File: src/rtl/exe_stage.sv
// Execute stage: ALU / effective-address unit with registered outputs for the memory stage.
// Define EXE_DIV_EN to include the iterative 32-step unsigned divider (DIVU/REMU) and its FSM.
module exe_stage (
  input  logic        clk,
  input  logic        rst,
  input  logic        ex_stall,
  input  logic        ex_bubble,
  input  logic [5:0]  optype,
  input  logic [4:0]  regaddr3,
  input  logic [31:0] rs_val,
  input  logic [31:0] rt_val,
  input  logic [31:0] imm,
  input  logic [4:0]  shamt,
  output logic [5:0]  to_optype,
  output logic [4:0]  to_regaddr3,
  output logic [31:0] alu_ans,
  output logic [31:0] swdata,
  output logic        ex_busy
);

  localparam logic [5:0] OP_ADD  = 6'h00;
  localparam logic [5:0] OP_SUB  = 6'h01;
  localparam logic [5:0] OP_AND  = 6'h02;
  localparam logic [5:0] OP_OR   = 6'h03;
  localparam logic [5:0] OP_XOR  = 6'h04;
  localparam logic [5:0] OP_NOR  = 6'h05;
  localparam logic [5:0] OP_SLT  = 6'h06;
  localparam logic [5:0] OP_SLTU = 6'h07;
  localparam logic [5:0] OP_SLL  = 6'h08;
  localparam logic [5:0] OP_SRL  = 6'h09;
  localparam logic [5:0] OP_SRA  = 6'h0A;
  localparam logic [5:0] OP_LUI  = 6'h0B;
  localparam logic [5:0] OP_ADDI = 6'h10;
  localparam logic [5:0] OP_ORI  = 6'h11;
  localparam logic [5:0] OP_MUL  = 6'h12;
  localparam logic [5:0] OP_LW   = 6'h13;
  localparam logic [5:0] OP_SW   = 6'h14;
  localparam logic [5:0] OP_NOP  = 6'h3F;

  logic [31:0] alu;
  logic [31:0] result;

  // NOTE: every always_comb output gets a default first so no path can leave it unassigned (no latch).
  always_comb begin
    alu = '0;
    case (optype)
      OP_ADD:         alu = rs_val + rt_val;
      OP_SUB:         alu = rs_val - rt_val;
      OP_AND:         alu = rs_val & rt_val;
      OP_OR:          alu = rs_val | rt_val;
      OP_XOR:         alu = rs_val ^ rt_val;
      OP_NOR:         alu = ~(rs_val | rt_val);
      OP_SLT:         alu = {31'b0, $signed(rs_val) < $signed(rt_val)};
      OP_SLTU:        alu = {31'b0, rs_val < rt_val};
      OP_SLL:         alu = rt_val << shamt;
      OP_SRL:         alu = rt_val >> shamt;
      OP_SRA:         alu = $unsigned($signed(rt_val) >>> shamt);
      OP_LUI:         alu = {imm[15:0], 16'b0};
      OP_ADDI:        alu = rs_val + imm;
      OP_ORI:         alu = rs_val | imm;
      OP_MUL:         alu = rs_val * rt_val;
      OP_LW, OP_SW:   alu = rs_val + imm;
      default:        alu = '0;
    endcase
  end

`ifdef EXE_DIV_EN
  localparam logic [5:0] OP_DIVU = 6'h19;
  localparam logic [5:0] OP_REMU = 6'h1A;

  localparam logic [1:0] ST_IDLE = 2'd0;
  localparam logic [1:0] ST_DIV  = 2'd1;
  localparam logic [1:0] ST_DONE = 2'd2;

  logic [1:0]  state;
  logic [4:0]  count;
  logic [31:0] quo;
  logic [31:0] rem;
  logic [31:0] divisor;
  logic [32:0] rem_shift;
  logic [32:0] trial;
  logic        is_div;

  assign is_div    = (optype == OP_DIVU) || (optype == OP_REMU);
  assign rem_shift = {rem, quo[31]};
  assign trial     = rem_shift - {1'b0, divisor};

  // NOTE: sequential state uses non-blocking assignments so every register samples pre-edge values.
  always_ff @(posedge clk) begin
    if (rst) begin
      state <= ST_IDLE;
      count <= '0;
    end else if (!ex_stall) begin
      case (state)
        ST_IDLE: if (is_div) begin
          state <= ST_DIV;
          count <= 5'd31;
        end
        ST_DIV: begin
          if (count == 5'd0) state <= ST_DONE;
          else               count <= count - 5'd1;
        end
        default: state <= ST_IDLE;
      endcase
    end
  end

  // NOTE: datapath registers carry no reset; the FSM guarantees they are loaded before being read.
  always_ff @(posedge clk) begin
    if (!ex_stall) begin
      if (state == ST_IDLE && is_div) begin
        quo     <= rs_val;
        divisor <= rt_val;
        rem     <= '0;
      end else if (state == ST_DIV) begin
        // Restoring step; a zero divisor always "fits", giving all-ones quotient and rem = rs.
        if (!trial[32]) begin
          rem <= trial[31:0];
          quo <= {quo[30:0], 1'b1};
        end else begin
          rem <= rem_shift[31:0];
          quo <= {quo[30:0], 1'b0};
        end
      end
    end
  end

  assign ex_busy = (state == ST_DIV) || (state == ST_IDLE && is_div);
  assign result  = (state == ST_DONE) ? ((optype == OP_REMU) ? rem : quo) : alu;
`else
  assign ex_busy = 1'b0;
  assign result  = alu;
`endif

  always_ff @(posedge clk) begin
    if (rst) begin
      to_optype   <= OP_NOP;
      to_regaddr3 <= '0;
      alu_ans     <= '0;
      swdata      <= '0;
    end else if (ex_bubble) begin
      to_optype <= OP_NOP;
    end else if (!ex_stall) begin
      if (ex_busy) begin
        to_optype <= OP_NOP;
      end else begin
        to_optype   <= optype;
        to_regaddr3 <= regaddr3;
        alu_ans     <= result;
        swdata      <= rt_val;
      end
    end
  end

endmodule

File: config.mk
export PLATFORM = sky130hd
export DESIGN_NAME = exe_stage
export DESIGN_NICKNAME = d
export VERILOG_FILES = /design/src/rtl/exe_stage.sv
export SDC_FILE = /design/constraint.sdc
export NUM_CORES = 2
export LEC_CHECK = 0
export ABC_AREA = 0
export CORE_MARGIN = 4
export CORE_UTILIZATION = 35
export DETAILED_ROUTE_END_ITERATION = 12
export GPL_ROUTABILITY_DRIVEN = 0
export SLEW_MARGIN = 20
export SYNTH_ARGS = -nofsm -noshare
export SYNTH_HDL_FRONTEND = slang
export SYNTH_SLANG_ARGS = --single-unit
File: constraint.sdc
create_clock -name clk -period 20.8 [get_ports clk]
set_input_delay 4.16 -clock clk [delete_from_list [all_inputs] [get_ports clk]]
set_output_delay 4.16 -clock clk [all_outputs]
set_load 0.005 [all_outputs]
==> metrics.md <==
| Metric | Value |
|---|---|
| Mean Syn Cell Area | around 8.0 µm² |
| Core Box Area | between 0.07 and 0.08 mm² |
| TritonCTS Sinks | 75 |
| Critical path depth | 28 |
| WHS Path Cells | 2 |
| Yosys top cell by area | fa_1 |
| Max-cap violation count | 0 |
| Layout area overhead | 12.0% |
| Crit path capture type | flip-flop |
| IO Port Bufs | between 150 and 200 |
| Die Span Y | 288 µm |
| Synthesized Nets | 4210 |
| Die Wd | 288 µm |
| Slowest stage delay, CP | 980 ps |
| Post-DP Area | slightly above 0.03 mm² |
| Status | completed |
| Hold Buf Count CTS | 0 |
| Antenna violations before repair | 6 |
| WL per Instance | approximately 27 µm |
| Finish-stage setup viols | 0 |
| Largest net degree at the start of global routing | 76 |
| Crit-path slowest cell | clkdlybuf4s50_1 |
| CTS tree | built |
| Slew HR | 15.1% |
| Post-synthesis sequential area ratio | 5.48% |
| Arrival time of the worst setup path | around 13000 ps |
| Hold WC Path Type | reg2reg |
| Slew Limit Fails | 0 |
| Critical Path End | alu_ans[31]$_SDFFE_PP0P_ |
| Root buf cell | clkbuf_16 |
| Detailed Route WL | around 120000 µm |
| TritonCTS Buffers | 9 |
| CP required | 21030 ps |
| Standard-cell row count | 102 |
| FFs w/ async S/R, synth | 0% |
| Final hold violation count | 0 |
| Total GRT Usage | 29.1% |
| CP delay by family, top | adder cells |
| Cells after Synth | 3434 |
| Critical R2R Launch | alu_ans[31]$_SDFFE_PP0P_ |
| Worst R2R End | alu_ans[31]$_SDFFE_PP0P_ |
| Placed cells | approximately 4500 |
| Clock buffer depth | 2 |
| Cts repair resizes | 0 |
| Layout cells sized above 1 | 6.81% |
| Count of flip-flops with a built-in enable after synthesis | 0 |
| Reg2reg path depth | 7 |
| Area contributors post-synth | fa_1, ha_1, nor2_1, inv_1, nand2_1 |
| CP Max Fanout | 14 |
| Highest Clock Rate | 0.0798 GHz |
| Non-filler cells, final | 4558 |
| Starting Density | 35.4% |
| Yosys warns | 0 |
| H-Tree Depth | 3 |
| WS Path Type | in2reg |
| Post-synth top flop | dfxtp_1 |
| Total number of vias | 27200 |
| Fin Setup TNS | 0 ps |
| Yosys reg bits | 75 |
| Post-Synthesis Cell Area | 0.0274 mm² |
| Clk_skew | 0 ps |
| Clock slew at reported path FFs | about 80 ps |
| Postcts setup bufs | 0 |
| First-pass GRT wire length | 178000 µm |
| DR pass1 iterations | 9 |
| Hpwl dp | 92500 µm |
| Post-layout minimum cycle time | 12530 ps |
| Buf/Inv on CP | 9 |
| Antenna viol nets, final | 0 |
| RSZ-0062 raised after global routing | no |
| Top-area cell type share of the netlist area | 30.0% |
| Worst reg2reg setup slack | around 19000 ps |
| DR DRC count | 0 |
| Vias in the first global route | 26500 |
| Fin area | 0.0307 mm² |
| Avg Vias per Cell | ~6 |
| CP most frequent cell | fa_1 |
| Die ar. | 0.0828 mm² |
| Crit path from | rs_val[6] |
| Unique cell type count in the Yosys netlist | 83 |
| CP Launch Type | input port |
| Iteration-0 DRC count of the detailed router | 3912 |
| Ratio of final minimum period to clock period | about 60% |
| Clock latency reported for the late side of the worst-skew pair | approximately 370 ps |
| IO Count | between 150 and 200 |
| Final #Nets | between 4000 and 5000 |
| Global route total overflow | 0 |
| Measured slew at the worst slew-check pin | 1240 ps |
final cells by class:
type	count	area, µm²
fill	7985	46800
timing repair buffer	277	2530
sequential	75	1500
clock buffer	9	225
antenna	7	17.5
clock inverter	7	66.3
multi-input combinational	2658	23200
inverter	485	1820
tap	1040	1300
per-layer routing:
layer / track usage [%] / vias up / part of all wire (%)
met4: 15.2 / 4 / 6.7
met5: 0 / - / 0.016
met3: 10.2 / 483 / 14
met1: 38.0 / 13300 / 38
li1: - / 11400 / -
met2: 42.5 / 2046 / 41
logic make-up after synthesis:
| group | after synthesis | synth area share [%] |
|---|---|---|
| buffers and inverters | 701 | 9.81 |
| adder cells (fa/ha/maj) | 660 | 41.4 |
| AO/OA/AOI/OAI | 609 | 14.4 |
| other | 1 | 0.0137 |
| flip-flops | 75 | 5.48 |
| XOR/XNOR | 131 | 4.19 |
| AND/OR/NAND/NOR | 1111 | 16.7 |
| multiplexers | 146 | 8.07 |
worst min-delay path: cells and delay by family, from the launching register on:
kind | cells | cell delay [ps]
compound gates | 1 | 50
flops | 1 | 310
simple gates | 1 | 50
cell usage in the layout, fill, tap and decap left out, drive strengths merged, types with 56 or more instances in the layout:
cell type | netlist | final
mux4 | 56 | 56
fa | 410 | 410
buf | 56 | 93
clkdlybuf4s50 | 0 | 184
nand2 | 442 | 442
o21ai | 154 | 154
a21oi | 177 | 177
xnor2 | 104 | 104
dfxtp | 75 | 75
ha | 250 | 250
inv | 471 | 476
nor2 | 492 | 492
synthesized netlist by cell type (all sizes together) (16+ instances only):
library cell and n:
nor2 492, o2111ai 19, dfxtp 75, a211oi 29
nor3 36, a22oi 27, xor2 27, nand2 442
mux4 56, nand3 28, o21ai 154, buf 56
a221oi 28, xnor2 104, fa 410, a21oi 177
inv 471, a21o 16, clkbuf 160, mux2 38
o211ai 25, mux2i 52, ha 250, nand2b 20
sequential cells by signal (all words and copies together), names as in the netlist:
signal       flops
to_optype        6
swdata          32
alu_ans         32
to_regaddr3      5
worst min-delay path by stage:
stage                                   startpoint                       end  slack, ps
after floorplan           alu_ans[16]$_SDFFE_PP0P_  alu_ans[16]$_SDFFE_PP0P_        440
after global placement    alu_ans[15]$_SDFFE_PP0P_  alu_ans[15]$_SDFFE_PP0P_        440
after detailed placement  alu_ans[15]$_SDFFE_PP0P_  alu_ans[15]$_SDFFE_PP0P_        440
after CTS                 alu_ans[15]$_SDFFE_PP0P_  alu_ans[15]$_SDFFE_PP0P_        450
after global routing      alu_ans[15]$_SDFFE_PP0P_  alu_ans[15]$_SDFFE_PP0P_        470
final                     alu_ans[15]$_SDFFE_PP0P_  alu_ans[15]$_SDFFE_PP0P_        450
metrics by stage:
stage               utilization, %  hold WS [ps]  setup WS, ps
floorplan                        -           444          9440
global placement              39.2           439          8180
detailed placement            39.2           440          8030
CTS                           39.6           449          8430
global route                  39.6           468          7870
finish                        39.6           447          8270
Power is left out: the tool's default activity adds up to more than one toggle a clock period on the data nets, which glitch-free logic cannot reach.
